File: config.mk
export PLATFORM = sky130hd
export DESIGN_NAME = counter_cmd_seq
export DESIGN_NICKNAME = d
export VERILOG_FILES = /design/src/rtl/counter_pkg.sv /design/src/rtl/counter_seq_pacer.sv /design/src/rtl/counter_cmd_seq.sv
export SDC_FILE = /design/constraint.sdc
export NUM_CORES = 1
export LEC_CHECK = 0
export CAP_MARGIN = 20
export CORE_AREA = 10 10 65 67
export CTS_BUF_LIST = sky130_fd_sc_hd__clkbuf_8
export DETAILED_ROUTE_END_ITERATION = 10
export DIE_AREA = 0 0 75 77
export SYNTH_ARGS = -nofsm -noshare
export SYNTH_HDL_FRONTEND = slang
export SYNTH_SLANG_ARGS = --single-unit
File: constraint.sdc
create_clock -name clk -period 2 [get_ports clk]
set_clock_uncertainty 0.05 [all_clocks]
set_input_delay 0.5 -clock clk [delete_from_list [all_inputs] [get_ports clk]]
set_output_delay 0.5 -clock clk [all_outputs]
set_load 0.02 [all_outputs]
File: src/rtl/counter_pkg.sv
`default_nettype none
// ============================================================================
//  Module   : counter_pkg
//  Brief    : Shared types and default sizes for the 4-bit counter and its
//             command sequencer.
//  Revision : 1.0 - initial release
// ============================================================================
package counter_pkg;

  // Defaults shared with the downstream up/down counter
  localparam int DEF_WIDTH = 4;
  localparam int DEF_CNT_W = 8;

  // Command opcodes as carried on cmd_op
  typedef enum logic [1:0] {
    OP_NOP  = 2'b00,
    OP_LOAD = 2'b01,
    OP_UP   = 2'b10,
    OP_DOWN = 2'b11
  } cnt_op_e;

  // Sequencer states; ST_GAP is only reachable in paced builds
  typedef enum logic [2:0] {
    ST_IDLE = 3'd0,
    ST_LOAD = 3'd1,
    ST_STEP = 3'd2,
    ST_DONE = 3'd3,
    ST_GAP  = 3'd4
  } seq_state_e;

endpackage : counter_pkg
`default_nettype wire

File: src/rtl/counter_seq_pacer.sv
`default_nettype none
// ============================================================================
//  Module   : counter_seq_pacer
//  Brief    : Gap timer for the command sequencer. i_start loads PACE; the
//             counter then runs down and o_expired pulses in the last gap
//             cycle so the sequencer can return to STEP on the next edge.
//  Revision : 1.0 - initial release
// ============================================================================
module counter_seq_pacer #(
  parameter int PACE = 2
) (
  input  logic clk,
  input  logic rst,
  input  logic i_start,
  output logic o_expired
);

  localparam int PW = (PACE > 1) ? $clog2(PACE + 1) : 1;

  logic [PW-1:0] r_cnt;

  // Load on start, then count down to zero and park there
  always_ff @(posedge clk or posedge rst) begin
    if (rst) begin
      r_cnt <= '0;
    end else if (i_start) begin
      r_cnt <= PW'(PACE);
    end else if (r_cnt != '0) begin
      r_cnt <= r_cnt - PW'(1);
    end
  end

  assign o_expired = (r_cnt == PW'(1));

endmodule : counter_seq_pacer
`default_nettype wire

File: src/rtl/counter_cmd_seq.sv
`default_nettype none
// ============================================================================
//  Module   : counter_cmd_seq
//  Brief    : Command sequencer in front of the up/down counter. Accepts
//             NOP/LOAD/UP/DOWN over valid/ready, expands "step N" into N
//             single-cycle enables and pulses done when finished.
//             Optional macro CNT_SEQ_PACE_EN inserts PACE idle (GAP) cycles
//             between consecutive steps.
//  Revision : 1.0 - initial release
// ============================================================================
module counter_cmd_seq
  import counter_pkg::*;
#(
  parameter int WIDTH = DEF_WIDTH,
  parameter int CNT_W = DEF_CNT_W,
  parameter int PACE  = 2
) (
  input  logic             clk,
  input  logic             rst,
  input  logic             cmd_valid,
  output logic             cmd_ready,
  input  logic [1:0]       cmd_op,
  input  logic [CNT_W-1:0] cmd_arg,
  output logic             cnt_en,
  output logic             cnt_ld,
  output logic             cnt_dir,
  output logic [WIDTH-1:0] cnt_ld_val,
  output logic             busy,
  output logic             done
);

  // Configuration sanity checks at elaboration
  if (CNT_W < WIDTH) begin : g_cfg_width_err
    $error("counter_cmd_seq: CNT_W must be >= WIDTH");
  end
  if (PACE < 0) begin : g_cfg_pace_err
    $error("counter_cmd_seq: PACE must be non-negative");
  end

  seq_state_e       r_state;
  seq_state_e       w_state_nxt;
  logic [CNT_W-1:0] r_rem;
  logic             r_dir;
  logic [WIDTH-1:0] r_ld_val;
  logic             w_accept;
  logic             w_is_step_op;
  logic             w_arg_zero;
  cnt_op_e          w_op;

  assign w_op         = cnt_op_e'(cmd_op);
  assign w_accept     = cmd_valid && cmd_ready;
  assign w_is_step_op = (w_op == OP_UP) || (w_op == OP_DOWN);
  assign w_arg_zero   = (cmd_arg == '0);

`ifdef CNT_SEQ_PACE_EN
  logic w_gap_start;
  logic w_gap_expired;

  counter_seq_pacer #(
    .PACE (PACE)
  ) u_pacer (
    .clk       (clk),
    .rst       (rst),
    .i_start   (w_gap_start),
    .o_expired (w_gap_expired)
  );
`endif

  // State register; async reset aborts any command in flight
  always_ff @(posedge clk or posedge rst) begin
    if (rst) begin
      r_state <= ST_IDLE;
    end else begin
      r_state <= w_state_nxt;
    end
  end

  // Next-state decode
  always_comb begin
    w_state_nxt = r_state;
`ifdef CNT_SEQ_PACE_EN
    w_gap_start = 1'b0;
`endif
    case (r_state)
      ST_IDLE: begin
        if (w_accept) begin
          if (w_op == OP_LOAD) begin
            w_state_nxt = ST_LOAD;
          end else if (w_is_step_op && !w_arg_zero) begin
            w_state_nxt = ST_STEP;
          end else begin
            w_state_nxt = ST_DONE;
          end
        end
      end
      ST_LOAD: w_state_nxt = ST_DONE;
      ST_STEP: begin
        if (r_rem == CNT_W'(1)) begin
          w_state_nxt = ST_DONE;
        end else begin
`ifdef CNT_SEQ_PACE_EN
          if (PACE > 0) begin
            w_state_nxt = ST_GAP;
            w_gap_start = 1'b1;
          end else begin
            w_state_nxt = ST_STEP;
          end
`else
          w_state_nxt = ST_STEP;
`endif
        end
      end
      ST_DONE: w_state_nxt = ST_IDLE;
`ifdef CNT_SEQ_PACE_EN
      ST_GAP: begin
        if (w_gap_expired) begin
          w_state_nxt = ST_STEP;
        end
      end
`endif
      default: w_state_nxt = ST_IDLE;
    endcase
  end

  // Command data: step count, direction and load value captured at acceptance
  always_ff @(posedge clk or posedge rst) begin
    if (rst) begin
      r_rem    <= '0;
      r_dir    <= 1'b0;
      r_ld_val <= '0;
    end else begin
      if (r_state == ST_IDLE && w_accept) begin
        if (w_op == OP_LOAD) begin
          r_ld_val <= cmd_arg[WIDTH-1:0];
        end else if (w_is_step_op && !w_arg_zero) begin
          r_rem <= cmd_arg;
          r_dir <= (w_op == OP_UP);
        end
      end else if (r_state == ST_STEP) begin
        // rem is always >= 1 here, so this never wraps
        r_rem <= r_rem - CNT_W'(1);
      end
    end
  end

  // Outputs are decoded from state or registered; no path from cmd_* to cnt_*
  assign cmd_ready  = (r_state == ST_IDLE) && !rst;
  assign cnt_en     = (r_state == ST_LOAD) || (r_state == ST_STEP);
  assign cnt_ld     = (r_state == ST_LOAD);
  assign cnt_dir    = r_dir;
  assign cnt_ld_val = r_ld_val;
  assign busy       = (r_state != ST_IDLE);
  assign done       = (r_state == ST_DONE);

endmodule : counter_cmd_seq
`default_nettype wire
==> results by group, run 1 <==
Setup path
  • Critical Path Most Common Cell: buf_4
  • CP arrival: between 1.5 and 2 ns
  • Buf+Inv Stages, Crit Path: 3
  • Largest delay share family, worst path: buffers and inverters
  • Reg2reg path depth: 8
  • WS Path Type: in -> reg
  • Worst path max stage delay: between 0.4 and 0.5 ns
  • Critical Path RT: 2.07 ns
  • Slowest cell on the critical path: clkdlybuf4s50_1
  • Worst Path Max Fanout: 3
  • Cell breakdown of the critical path: clkdlybuf4s50_1, nor4_2, buf_4, buf_4, a211oi_4, a311oi_1, nor3_1
  • Crit start category: input pin
  • Crit path depth: 7
  • Crit. End Element: register

Logic synthesis
  • Post-synth top flop: dfrtp_1
  • Syn_area_per_cell: 9.572 µm²
  • XOR/XNOR Fraction of Synth Area: 0%
  • Post-synth EDFFs: 0
  • Mux cell area share after synthesis: 4.569%
  • Synthesized net count: 122
  • Post-Syn Instances: 103
  • Sequential fraction of the synthesis area: 38.07%
  • #FFs+latches synth: 15
  • Post-synth ARST share: 100.0%
  • Distinct cells, synth: 33
  • Post-Synth Simple-Gate Area: between 20% and 30%
  • Syn. warnings: 0
  • Largest family of logic cells by synthesized area: simple AND/OR/NAND/NOR gates
  • Compound-cell area share of the yosys netlist: 20.43%
  • Synth Area in Adders: 7.614%
  • Cell area after synthesis: 985.9 µm²

STA
  • Final Critical Period: about 1.9 ns
  • Period utilization: 95.62%
  • Final setup margin: 0.08755 ns
  • Max transition margin: 74.54%
  • Final Max Tran Viols: 0
  • # setup viols final: 0
  • Hold WS: 0.4541 ns
  • RSZ-0062 raised after global routing: false
  • Max Fclk: ~0.52 GHz
  • Worst-Margin Slew: 0.3767 ns
  • Final hold violation count: 0

Final layout
  • Area Growth Syn to Fin: 47.46%
  • # nets final: 170
  • Leading cell type in the layout, fill and taps excluded: buf_4
  • Share of cells above drive strength 1: 26.67%
  • Non-Filler Instances: about 180
  • Most frequent cells in the layout: 25 x buf_4, 17 x clkdlybuf4s50_1, 15 x dfrtp_1
  • FILL cells: 278
  • # diodes: 0
  • Post-route core utilization: 48.82%

Clock tree
  • Worst-Skew Late Latency: 0.24 ns
  • Post-CTS Hold Buffers: 0
  • CTS Buf Count: 3
  • Sink Count: 15
  • CTS tree: done
  • Setup bufs post-CTS: 0
  • Clk pin slew, worst setup/hold paths: 0.06 ns
  • H-Tree Depth: 1
  • Root Driver: clkbuf_8
  • CTS max path bufs: 2

Die
  • Vert. Die Dim: 77 µm
  • Die area: 0.005775 mm²
  • I/O Pins: 23
  • Core box area: 0.002978 mm²
  • Initial Util: 33.11%
  • Site Rows: 20
  • DIE WIDTH: 75 µm

Outcome
  • Status: complete, no violations

Drt
  • Top Metal Used: met4
  • DRT Wirelength: 2.625 mm
  • Initial drt markers: 41
  • Metal3 WL: 121 µm
  • Vias per cell: between 5 and 6
  • Drt wl/cell: between 10 and 15 µm
  • Met1 Wirelength: 1.098 mm
  • DR WL met2: 1.349 mm
  • 1st-pass router iterations: 4
  • DRC viols: 0
  • ANT nets after route: 0
  • Routed vias: 953

Power and ir drop
  • Switching share of power: around 41%
  • LEAKAGE: 0.6390 nW
  • Seq pwr share: between 30% and 40%
  • P per Cell Area: 1240 mW/mm²
  • Internal cell power: 1.069 mW
  • Clock share of power: approximately an eighth
  • Sw power: 733.5 µW
  • Comb pwr share: 55.1%
  • Maximum vdd drop: between 600 and 700 µV

Global routing
  • Initial antenna violation count: 0
  • First-pass GRT wire length: 4.685 mm
  • GRT Util Overall: 10.00%
  • Grt ovf: 0
  • Number of global-route vias before repair: 1062
  • Largest net degree at the start of global routing: 16

Place
  • IO Port Bufs: 22
  • GP Congestion: 0.8963
  • Placed cells: approximately 180
  • DP HPWL: about 2.2 mm
  • Pre-CTS WS: -0.2133 ns

Hold path
  • Hold depth: 2
  • HP Class: reg -> reg

Run
  • Max cap viols: 0
## synthesized netlist by cell type, types with 2 or more instances
master,number,area [µm²]
buf_6,4,45.04
o21ai_0,3,15.01
nor2_1,9,33.78
dfrtp_1,15,375.4
nor4_1,4,25.02
a22oi_1,2,15.01
nand3_1,5,25.02
a31oi_1,2,12.51
o211ai_1,5,37.54
nor2b_1,3,18.77
ha_1,6,75.07
nor3_1,5,25.02
inv_1,7,26.28
nand2_1,6,22.52
mux2_2,4,45.04
a21oi_1,6,30.03
## stage by stage
stage          instance area, µm²  setup TNS (ns)  total power, mW
4_1_cts                      1429               0            1.822
6_report                     1454               0            1.802
3_3_place_gp                 1390          -2.468            1.598
2_1_floorplan               985.9               0            1.161
5_1_grt                      1454               0            1.974
3_5_place_dp                 1390          -2.454            1.612
## metal layers
layer  GRT usage, %  up-vias
li1               -      479
met1          11.33      445
met2          16.39       25
met3          2.188        4
met4          5.871        0
met5              0        -
## logic make-up after synthesis
logic type      after synthesis
mux                           4
fa+ha+maj                     6
buf+inv                      11
compound gates               27
simple gates                 40
flops                        15
## cell type report
cell class	count	area, µm²	share of cell area [%]
clock buffer	3	41.29	2.840
clock inverter	1	3.754	0.2582
inverter	7	26.28	1.807
multi-input combinational	77	568.0	39.07
sequential	15	375.4	25.82
tap	33	41.29	2.840
timing repair buffer	47	397.9	27.37
## what timing repair did
action | 4_1_cts | 5_1_grt
pin swaps | 0 | 3
endpoints found under the setup margin | 5 | 10
hold endpoints to repair | 0 | 0
gates cloned | 0 | 0
gates resized for setup | 5 | 6
## tightest hold or removal path, cell delays in order, from the launching register on
cell	delay [ns]
dfrtp_1	0.35
nand2_1	0.05
o21ai_0	0.07
## final timing paths
kind	start	end	slack, ns
setup / recovery	cmd_arg[6]	r_rem[3]	0.09
hold / removal	cnt_dir	cnt_dir	0.45
setup reg to reg	r_state[0]	r_rem[5]	0.19
hold reg to reg	cnt_dir	cnt_dir	0.45
max in group asynchronous	rst	r_rem[2]	1.04
min in group asynchronous	rst	r_state[0]	0.68
## power groups by stage
stage               logic [mW]  registers [mW]  clock network (mW)
floorplan                0.539           0.622                   0
global placement          1.02           0.573                   0
detailed placement        1.03           0.580                   0
CTS                       1.00           0.575               0.245
global route              1.11           0.599               0.263
finish                   0.992           0.575               0.235
## registers in the layout, indices dropped and copies added (netlist names)
register,flops
r_rem,8
r_state,2
cnt_dir,1
cnt_ld_val,4
Note: power is estimated with default switching activity, not from simulation.
==> inputs of run 2 (changes only) <==
CAP_MARGIN = unset   (was 20)
==> results of run 2 <==
Same layout as run 1: the final DEF is identical, and so are final timing and power.
==> inputs of run 3 (changes only) <==
CTS_CLUSTER_SIZE = 40   (was unset)
==> results of run 3 <==
Same layout as run 1: the final DEF is identical, and so are final timing and power.
